<file path="src/rtl/tpu_pkg.sv">
// rtl/tpu_pkg.sv - shared TPU tile constants and weight reader state encoding
//
// Purpose: constants shared by the weight memory, the weight reader and the
//          systolic array, plus the weight reader FSM state type.
// Ports:   none (package)

package tpu_pkg;

    localparam int SIZE   = 8;               // array dimension (rows = cols)
    localparam int DATA_W = 5;               // weight width in bits
    localparam int ADDR_W = 6;               // log2(SIZE*SIZE)
    localparam int IDX_W  = $clog2(SIZE);    // row / column index width
    localparam int ROW_W  = SIZE * DATA_W;   // packed row width

    typedef enum logic [2:0] {
        WMR_IDLE   = 3'd0,
        WMR_FETCH  = 3'd1,
        WMR_DRAIN  = 3'd2,
        WMR_HOLD   = 3'd3,
        WMR_FINISH = 3'd4
    } wmr_state_t;

endpackage

</file>
<file path="src/rtl/weight_mem_reader_row_assembler.sv">
// rtl/weight_mem_reader_row_assembler.sv - packs captured column reads into one row word
//
// Purpose: holds the packed row register; on a capture strobe the incoming
//          weight is written into the slot of the given column, all other
//          slots (and the whole word when not capturing) hold their value.
// Ports:
//   clk      in   clock, rising edge
//   rst      in   asynchronous active-high reset, clears the row
//   i_cap_en in   write i_data into slot i_col this cycle
//   i_col    in   column slot to write
//   i_data   in   weight value
//   o_row    out  packed row; column c at [c*DATA_W +: DATA_W]

module row_assembler
    import tpu_pkg::*;
(
    input  logic              clk,
    input  logic              rst,
    input  logic              i_cap_en,
    input  logic [IDX_W-1:0]  i_col,
    input  logic [DATA_W-1:0] i_data,
    output logic [ROW_W-1:0]  o_row
);

    logic [ROW_W-1:0] r_row;

    always_ff @(posedge clk or posedge rst) begin
        if (rst) begin
            r_row <= '0;
        end else if (i_cap_en) begin
            r_row[i_col*DATA_W +: DATA_W] <= i_data;
        end
    end

    assign o_row = r_row;

endmodule

</file>
<file path="src/rtl/weight_mem_reader.sv">
// rtl/weight_mem_reader.sv - streams the 8x8 weight tile out of memory one packed row at a time
//
// Purpose: after preload, reads the weight memory row by row (highest row
//          first), packs each row into one word and offers it to the array
//          weight shift chain over a valid/ready handshake.
// Ports:
//   clk              in   clock, rising edge
//   rst              in   asynchronous active-high reset
//   i_preload_done   in   memory contents are final
//   i_start          in   one-cycle request to load the array
//   o_mem_rd_en      out  memory read strobe
//   o_mem_rd_addr    out  read address, row*SIZE+col
//   i_mem_rd_data    in   read data, one cycle after o_mem_rd_en
//   o_row_valid      out  o_row_data / o_row_idx valid
//   i_row_ready      in   array accepts the row this cycle
//   o_row_data       out  packed row, column c at [c*DATA_W +: DATA_W]
//   o_row_idx        out  memory row index of o_row_data
//   o_busy           out  load in progress
//   o_load_done      out  one-cycle pulse after the last row is accepted

module weight_mem_reader
    import tpu_pkg::*;
(
    input  logic              clk,
    input  logic              rst,
    input  logic              i_preload_done,
    input  logic              i_start,
    output logic              o_mem_rd_en,
    output logic [ADDR_W-1:0] o_mem_rd_addr,
    input  logic [DATA_W-1:0] i_mem_rd_data,
    output logic              o_row_valid,
    input  logic              i_row_ready,
    output logic [ROW_W-1:0]  o_row_data,
    output logic [IDX_W-1:0]  o_row_idx,
    output logic              o_busy,
    output logic              o_load_done
);

    localparam logic [IDX_W-1:0] LAST_IDX = IDX_W'(SIZE - 1);

    wmr_state_t       r_state;
    wmr_state_t       w_state_nxt;
    logic [IDX_W-1:0] r_row;
    logic [IDX_W-1:0] w_row_nxt;
    logic [IDX_W-1:0] r_col;
    logic [IDX_W-1:0] w_col_nxt;

    // Read pipeline: the column issued last cycle is the one whose data
    // arrives this cycle.
    logic             r_cap_en;
    logic [IDX_W-1:0] r_cap_col;

    logic             w_rd_en;
    logic             w_row_valid;
    logic             w_load_done;

    always_ff @(posedge clk or posedge rst) begin
        if (rst) begin
            r_state   <= WMR_IDLE;
            r_row     <= '0;
            r_col     <= '0;
            r_cap_en  <= 1'b0;
            r_cap_col <= '0;
        end else begin
            r_state   <= w_state_nxt;
            r_row     <= w_row_nxt;
            r_col     <= w_col_nxt;
            r_cap_en  <= w_rd_en;
            r_cap_col <= r_col;
        end
    end

    always_comb begin
        w_state_nxt = r_state;
        w_row_nxt   = r_row;
        w_col_nxt   = r_col;
        w_rd_en     = 1'b0;
        w_row_valid = 1'b0;
        w_load_done = 1'b0;

        case (r_state)
            WMR_IDLE: begin
                if (i_start && i_preload_done) begin
                    w_state_nxt = WMR_FETCH;
                    w_row_nxt   = LAST_IDX;
                    w_col_nxt   = '0;
                end
            end

            WMR_FETCH: begin
                w_rd_en = 1'b1;
                if (!i_preload_done) begin
                    w_state_nxt = WMR_IDLE;
                    w_col_nxt   = '0;
                end else if (r_col == LAST_IDX) begin
                    w_state_nxt = WMR_DRAIN;
                    w_col_nxt   = '0;
                end else begin
                    w_col_nxt = r_col + IDX_W'(1);
                end
            end

            // One idle cycle so the last column's read data lands in the row.
            WMR_DRAIN: begin
                if (!i_preload_done) begin
                    w_state_nxt = WMR_IDLE;
                end else begin
                    w_state_nxt = WMR_HOLD;
                end
            end

            // Abort takes priority over a handshake in the same cycle.
            WMR_HOLD: begin
                w_row_valid = 1'b1;
                if (!i_preload_done) begin
                    w_state_nxt = WMR_IDLE;
                end else if (i_row_ready) begin
                    if (r_row == '0) begin
                        w_state_nxt = WMR_FINISH;
                    end else begin
                        w_row_nxt   = r_row - IDX_W'(1);
                        w_state_nxt = WMR_FETCH;
                    end
                end
            end

            WMR_FINISH: begin
                w_load_done = 1'b1;
                w_state_nxt = WMR_IDLE;
            end

            default: begin
                w_state_nxt = WMR_IDLE;
            end
        endcase
    end

    row_assembler u_row_assembler (
        .clk      (clk),
        .rst      (rst),
        .i_cap_en (r_cap_en),
        .i_col    (r_cap_col),
        .i_data   (i_mem_rd_data),
        .o_row    (o_row_data)
    );

    assign o_mem_rd_en   = w_rd_en;
    assign o_mem_rd_addr = ADDR_W'(r_row) * ADDR_W'(SIZE) + ADDR_W'(r_col);
    assign o_row_valid   = w_row_valid;
    assign o_row_idx     = r_row;
    assign o_busy        = (r_state != WMR_IDLE);
    assign o_load_done   = w_load_done;

endmodule

</file>
<file path="config.mk">
export PLATFORM = sky130hd
export DESIGN_NAME = weight_mem_reader
export DESIGN_NICKNAME = d
export VERILOG_FILES = /design/src/rtl/tpu_pkg.sv /design/src/rtl/weight_mem_reader_row_assembler.sv /design/src/rtl/weight_mem_reader.sv
export SDC_FILE = /design/constraint.sdc
export NUM_CORES = 1
export LEC_CHECK = 0
export ABC_AREA = 1
export CAP_MARGIN = 10
export CORE_ASPECT_RATIO = 1.4
export CORE_MARGIN = 4
export CORE_UTILIZATION = 49
export DETAILED_ROUTE_END_ITERATION = 7
export PLACE_DENSITY = 0.79
export SLEW_MARGIN = 20
export SYNTH_ARGS = -nofsm -noshare
export SYNTH_HDL_FRONTEND = slang
export SYNTH_SLANG_ARGS = --single-unit
</file>
<file path="constraint.sdc">
create_clock -name clk -period 2.6 [get_ports clk]
set_clock_uncertainty 0.2 [all_clocks]
set_input_delay 0.39 -clock clk [delete_from_list [all_inputs] [get_ports clk]]
set_output_delay 0.39 -clock clk [all_outputs]
set_load 0.05 [all_outputs]
</file>
# [Yosys cells after proc, flatten, opt, wreduce, memory -nomap -nowiden]
# Index checks and enable logic that the tools add are counted.
[word_totals] reg_bits=53 word_cells=54 latch_bits=0 out_inout_bits=53 mem_bits_ro=0 memories=0 mem_bits_rw=0 in_bits=10
[classes] add_sub_neg=4 mux=21 reduce_logical=9 eq_ne=11 div=0 multipliers=1 magnitude_cmp=0 n_shift=2 n_bitwise=0
[ops] cell="bitwise mux 40 bit" n=1
[ops] cell="variable shift 5 x 34 -> 40 bit (first input constant)" n=1
[ops] cell="indexed part select 5 x 34 -> 40 bit" n=1
[ops] cell="two-way mux 3 bit" n=13
[ops] cell="negation 6 -> 34 bit" n=1
[ops] cell="case mux 3 bit (2 select lines)" n=2
[ops] cell="case mux 3 bit (4 select lines)" n=1
[ops] cell="inequality test 2 bit (second input constant)" n=4
[ops] cell="adder 6 x 3 -> 6 bit" n=1
[ops] cell="equality test 3 x 2 -> 1 bit (second input constant)" n=2
[ops] cell="equality test 3 bit (second input constant)" n=2
[ops] cell="zero test 3 bit" n=2
[ops] cell="multiplier 3 x 3 -> 6 bit (second input constant)" n=1
[ops] cell="inequality test 3 bit (second input constant)" n=2
[ops] cell="AND reduction 5 bit" n=1
[ops] cell="nonzero test 2 bit" n=2
[ops] cell="adder 3 x 1 -> 3 bit (second input constant)" n=1
[ops] cell="equality test 3 x 1 -> 1 bit (second input constant)" n=1
[ops] cell="two-way mux 1 bit" n=3
[ops] cell="AND reduction 3 bit" n=1
[ops] cell="nonzero test 3 bit" n=1
[ops] cell="subtractor 3 x 1 -> 3 bit (second input constant)" n=1
[ops] cell="two-way mux 2 bit" n=1
[ops] cell="AND reduction 2 bit" n=1
[ops] cell="logical AND 1 bit" n=1

# [Longest topological paths before layout]
# Gate-level depths: netlist of run 1.
[depth] word_depth=5 mapped_depth=11 ltp_nobuf=10

# [By module]
# A second synthesis of run 1 with hierarchy kept.
[hier_totals] hier_cells=302 hier_area_um2=2549.9
[modules_own_cells] mod="row_assembler" seq_area_each_um2=1001.0 cells_each=214 n_inst=1 area_per_inst_um2=1799.2
[modules_own_cells] mod="weight_mem_reader" seq_area_each_um2=325.3 cells_each=88 n_inst=1 area_per_inst_um2=750.7

# [Worst setup path after synthesis of run 1]
# No wires, ideal clock.
[synth_path] kind="register to output" start="register r_state[2]" end="output port o_load_done" t_required_ns=2.010 arrival_ns=1.574 slack_ns=0.436 n_path_buf=0 path_stages_with_launch=3 path_cell_list="dfrtp_1 > inv_1 > nor3_1"
[synth_between] elab_chain_len=2
[synth_rtl] item="start: declaration" line_no="weight_mem_reader.sv:41" source="wmr_state_t r_state;"
[synth_rtl] item="start signal: assignment" line_no="weight_mem_reader.sv:65" source="r_state <= w_state_nxt;"
[synth_rtl] item="equality test 3 bit" line_no="weight_mem_reader.sv:81" source="case (r_state)"
[synth_rtl] item="two-way mux 1 bit" line_no="weight_mem_reader.sv:81"
[synth_rtl] item="end: declaration" line_no="weight_mem_reader.sv:36" source="output logic o_load_done"
# No other way between the ends.

# [Final worst setup path of run 1]
[layout_path] start="register r_state[0]" end="output port o_row_valid"
[layout_between] elab_chain_len=2
[layout_rtl] item="equality test 3 x 2 -> 1 bit" line_no="weight_mem_reader.sv:81"
[layout_rtl] item="two-way mux 1 bit" line_no="weight_mem_reader.sv:81"
[layout_rtl] item="end: declaration" line_no="weight_mem_reader.sv:31" source="output logic o_row_valid,"
# No other way between the ends.

==> impl_metrics.toml, run 1 <==
[status]
status = "finished clean"

[yosys]
synth-async-reset-ratio_pct = 100
synth_edf_count = 0
yosys_register_bits = 53
yosys.cell_types.count = 22
syn_inst = 298
ys_warn_count = 0
synth_ff_type = "dfrtp_1"
syn_nets = 315
avgSynthCellArea_sq_um = 8.56
yosysSeqAreaShare_pct = 52.0
syn_area_sq_um = 2550

[floorplanning]
die-area_sq_um = 6440
die_y_microns = 93.4
core_sq_um = 4950
fp.dieW_microns = 69.0
num_io_pins = 63
initial_core_util_pct = 51.5
num_rows = 30

[clock_tree]
clk_path_buf_depth = 2
worstSkewPairLatency_ns = 0.30
root_buffer = "clkbuf_8"
tritoncts = "yes"
clk_pin_slew_ns = 0.10
cts.sinks = 53
cts_hold_buf = 0
postCtsResizedCells = 0
numCtsBuffers = 5
post_cts_buffers = 0
h-tree-depth = 2

[job]
drv_cap = 0

[sta]
rsz0062_at_grt = "false"
setup_violations = 0
setup_tns_ns = 0
drv_slew = 0
timing.final.crit_share_pct = 95.4
min_period_ns = 2.48
max_freq_ghz = 0.403
hold_viol_final = 0
fin_ws_ns = 0.119
holdWs_ns = 0.111
worstMarginPinSlew_ns = 0.528
slew_headroom_pct = 64.7

[global_route]
antenna_found_initial = 0
grt_first_pass_wirelength_mm = 9.19
grt-ovfl-total = 0
gr-usage-all-layers_pct = 18.8
grt_max_degree = 45
grt_pass1_vias = 2076

[worst_setup_path]
critPathMaxStageDelay_ns = 0.84
path_buf_inv = 1
slowest_stage = "clkdlybuf4s50_1"
path_delay_family = "buffers and inverters"
cp_cell_sequence = "nand2_1, nor2_4, clkdlybuf4s50_1"
crit_type = "reg -> out"
required_ns = 2.01
critPathMaxFanout = 9
endpoint_kind = "output pin"
critPathLaunchType = "register"
arrival_ns = 1.89

[placed_design]
routabilityCongestion = 0.821
portBuffers = 62
hpwlAfterDp_mm = 4.00
dp_slack_ns = 0.459

[cells_and_area]
layout-drive-gt1-share_pct = 9.07
antenna_cells = 0
syn_to_final_growth_pct = 29.5
final_common_cell = "nand2_1"
seqCellArea_sq_um = 1330
nFillCells = 437
multi_input_area_sq_um = 1030
mostFrequentLayoutCells = "nand2_1, clkdlybuf4s50_1, dfrtp_1"
layout.nets = 380

[route]
viasPerCell = 4.95
drtIter0Drc = 71
wl_per_cell_microns = 12.4
first_pass_iters = 4
wl_mm = 5.29
post-route-drc-count = 0
drtAntennaViolNets = 0
vias = 2119

[hold_path]
holdCritPathClass = "in -> async"
==> per-stage QoR <==
stage	util, %	area (sq um)	cells
finish	66.6	3300	428
global route	66.6	3300	428
CTS	66.6	3300	428
detailed placement	65.0	3220	420
global placement	65.0	3220	420
floorplan	-	2550	298
==> cells in the mapped netlist (2+ instances only) <==
cell	instances	area (sq um)
nand2_4	6	67.6
o21ai_0	6	30.0
inv_1	32	120
ha_1	7	87.6
buf_4	3	22.5
dfrtp_1	53	1330
nand2_2	2	12.5
buf_6	3	33.8
nand3_1	34	170
nor2_1	15	56.3
o21ai_1	26	130
nor2_2	4	25.0
nand2_1	96	360
inv_2	3	11.3
==> sequential cells by signal (all words and copies together) (netlist names) <==
signal	count
r_state	3
o_row_idx	3
r_col	3
u_row_assembler.o_row	40
r_cap_en	1
r_cap_col	3
==> path summary, 6_finish.rpt <==
path / cells after the start / slack [ns] / endpoint / from
worst max-delay path: 3 / 0.12 / o_row_valid / r_state[0]
worst min-delay path: 2 / 0.11 / u_row_assembler.o_row[35] / rst
worst max register to register: 7 / 0.70 / u_row_assembler.o_row[31] / r_cap_col[1]
worst min register to register: 0 / 0.24 / r_cap_col[1] / r_col[1]
max in group asynchronous: 3 / 1.58 / u_row_assembler.o_row[18] / rst
min in group clk: 0 / 0.24 / r_cap_col[1] / r_col[1]
==> metal layers <==
layer / wire, microns / GRT usage (%) / vias to the layer above
met5: 0 / 0 / -
met4: 124 / 7.64 / 0
met3: 339 / 5.65 / 12
met2: 2630 / 30.7 / 57
met1: 2200 / 22.5 / 982
li1: - / - / 1068
==> logic make-up after synthesis <==
group / synth area share [%]
AND/OR/NAND/NOR: 30.4
flip-flops: 52.0
buffers and inverters: 7.56
AO/OA/AOI/OAI: 6.62
adder cells (fa/ha/maj): 3.43
==> final cells by class <==
cell class	count	area share (%)
repair buffers	64	19.6
clock buffers	6	2.20
multi-input cells	203	31.2
inverters	36	4.13
well taps	64	2.43
flip-flops and latches	53	40.2
clock inverters	2	0.303
Power of run 1 is left out: the tool's default activity adds up to more than one toggle a clock period on the data nets, which glitch-free logic cannot reach.
==> run 2: changes to the inputs <==
--- a/config.mk
+++ b/config.mk
@@ -11,8 +11,10 @@
 export CORE_MARGIN = 4
 export CORE_UTILIZATION = 49
 export DETAILED_ROUTE_END_ITERATION = 7
+export HOLD_SLACK_MARGIN = 0.06
 export PLACE_DENSITY = 0.79
 export SLEW_MARGIN = 20
 export SYNTH_ARGS = -nofsm -noshare
 export SYNTH_HDL_FRONTEND = slang
+export SYNTH_HIERARCHICAL = 1
 export SYNTH_SLANG_ARGS = --single-unit
==> run 2 against run 1 <==
Effect of this change:
- wire length rose by 4.1%
- final area rose by 0.19%
- sequential cell count did not move
- die area did not move
- clock-buffer cell count rose by 1
- critical path depth did not move
- first-iteration DRC count rose by 110%
- register-to-register slack got worse by 0.22 ns
- cell count rose by 0.23%
==> impl_metrics.toml, run 2 <==
[yosys]
yosys_register_bits = 53
synth_most_common_cell = "nand2_1"
synth_edf_count = 0
synth-async-reset-ratio_pct = 100
yosys.cell_types.count = 22
avgSynthCellArea_sq_um = 8.44
synth_top_area_share_pct = 52.0
yosysSeqAreaShare_pct = 52.0
syn_inst = 302
ys_warn_count = 6
synthTopCellsByArea = "dfrtp_1, nand2_1, nand3_1, inv_1, ha_1"
yosysTopAreaCell = "dfrtp_1"
syn_area_sq_um = 2550
synth_ff_type = "dfrtp_1"
syn_nets = 319
synth.top_cells.by_count = "nand2_1, dfrtp_1, nand3_1"

[floorplanning]
die-area_sq_um = 6440
num_io_pins = 63
num_rows = 30
fp.dieW_microns = 69.0
core_sq_um = 4950
die_y_microns = 93.4
initial_core_util_pct = 51.5

[cells_and_area]
syn_to_final_growth_pct = 29.7
antenna_cells = 0
largest_register_ffs = 40
mostFrequentLayoutCells = "nand2_1, clkdlybuf4s50_1, dfrtp_1"
fin_util_pct = 66.8
final_common_cell = "nand2_1"
layout.nets = 381
stdcell_area_sq_um = 3310
layout-drive-gt1-share_pct = 8.22

[route]
routedLengthMet1_mm = 2.19
vias = 2166
drtAntennaViolNets = 0
top_layer = "met4"
met2_length_mm = 2.96
drtIter0Drc = 148
wl_mm = 5.51
post-route-drc-count = 0
first_pass_iters = 4
viasPerCell = 5.05
wl_met3_microns = 298
wl_per_cell_microns = 12.8

[worst_setup_path]
reg2reg_to = "u_row_assembler/o_row[30]"
crit_type = "reg -> out"
slowest_stage = "clkdlybuf4s50_1"
crit_cells = 3
endpoint_kind = "output pin"
path_buf_inv = 1
critPathMaxStageDelay_ns = 0.83
required_ns = 2.01
critPathMaxFanout = 8
critPathLaunchType = "register"
r2r_slack_ns = 0.48
crit_end = "o_row_valid"
path_delay_family = "buffers and inverters"
reg2reg_from = "r_cap_col[0]"
arrival_ns = 1.91
worstSetupStartpoint = "r_state[0]"
cp_cell_sequence = "nand2_2, nor2_8, clkdlybuf4s50_1"
r2r_cells = 7

[sta]
drv_slew = 0
rsz0062_at_grt = "false"
timing.final.crit_share_pct = 96.3
worstMarginPinSlew_ns = 0.527
hold_viol_final = 0
slew_headroom_pct = 64.8
min_period_ns = 2.50
max_freq_ghz = 0.399
setup_tns_ns = 0
setup_violations = 0
fin_ws_ns = 0.0959

[placed_design]
portBuffers = 62
dp_slack_ns = 0.340
place_area_sq_um = 3200
routabilityCongestion = 0.803
hpwlAfterDp_mm = 4.28

[status]
status = "finished clean"

[global_route]
grt_first_pass_wirelength_mm = 9.21
grt_pass1_vias = 2175
antenna_found_initial = 0
grt_max_degree = 41
gr-usage-all-layers_pct = 18.6
grt-ovfl-total = 0

[hold_path]
holdCritPathClass = "in -> async"

[clock_tree]
root_buffer = "clkbuf_8"
h-tree-depth = 2
numCtsBuffers = 5
cts.sinks = 53
post_cts_buffers = 0
postCtsResizedCells = 0
clk_pin_slew_ns = 0.09
worstSkewPairLatency_ns = 0.29
tritoncts = "yes"
clk_path_buf_depth = 2
cts_hold_buf = 0

[job]
drv_cap = 0
-- run 2: worst min-delay path by stage --
stage / from / end / slack [ns]
final: rst / r_col[2] / 0.25
after global routing: rst / r_col[2] / 0.27
after CTS: rst / r_col[2] / 0.25
after detailed placement: r_col[2] / r_cap_col[2] / 0.23
after global placement: r_col[2] / r_cap_col[2] / 0.24
after floorplan: rst / o_row_idx[0] / 0.07
-- run 2: final cells by class --
cell class / count / area, sq um
clock inverters: 1 / 5.00
repair buffers: 66 / 656
fillers: 431 / 1650
multi-input cells: 212 / 1050
flip-flops and latches: 53 / 1330
inverters: 26 / 97.6
well taps: 64 / 80.1
clock buffers: 7 / 96.3
-- run 2: cells by family (layout without fill, tap and decap cells) --
group           Yosys count  after routing  synth area share (%)
fa+ha+maj                 7              7                  3.43
mux                       1              1                 0.393
simple gates            196            196                  35.7
compound gates            8              8                  1.57
flops                    53             53                  52.0
buf+inv                  37            100                  6.92
-- run 2: through the flow --
step / cells / hold WS, ns
4_1_cts: 429 / 0.254
3_3_place_gp: 421 / 0.239
6_report: 429 / 0.253
3_5_place_dp: 421 / 0.234
2_1_floorplan: 302 / 0.0670
5_1_grt: 429 / 0.272
-- run 2: layer usage --
layer / track usage, % / vias up
met3: 4.45 / 7
met4: 4.88 / 0
met1: 20.1 / 1014
met5: 0 / -
li1: - / 1081
met2: 34.6 / 64
Power of run 2 is left out for the same reason.
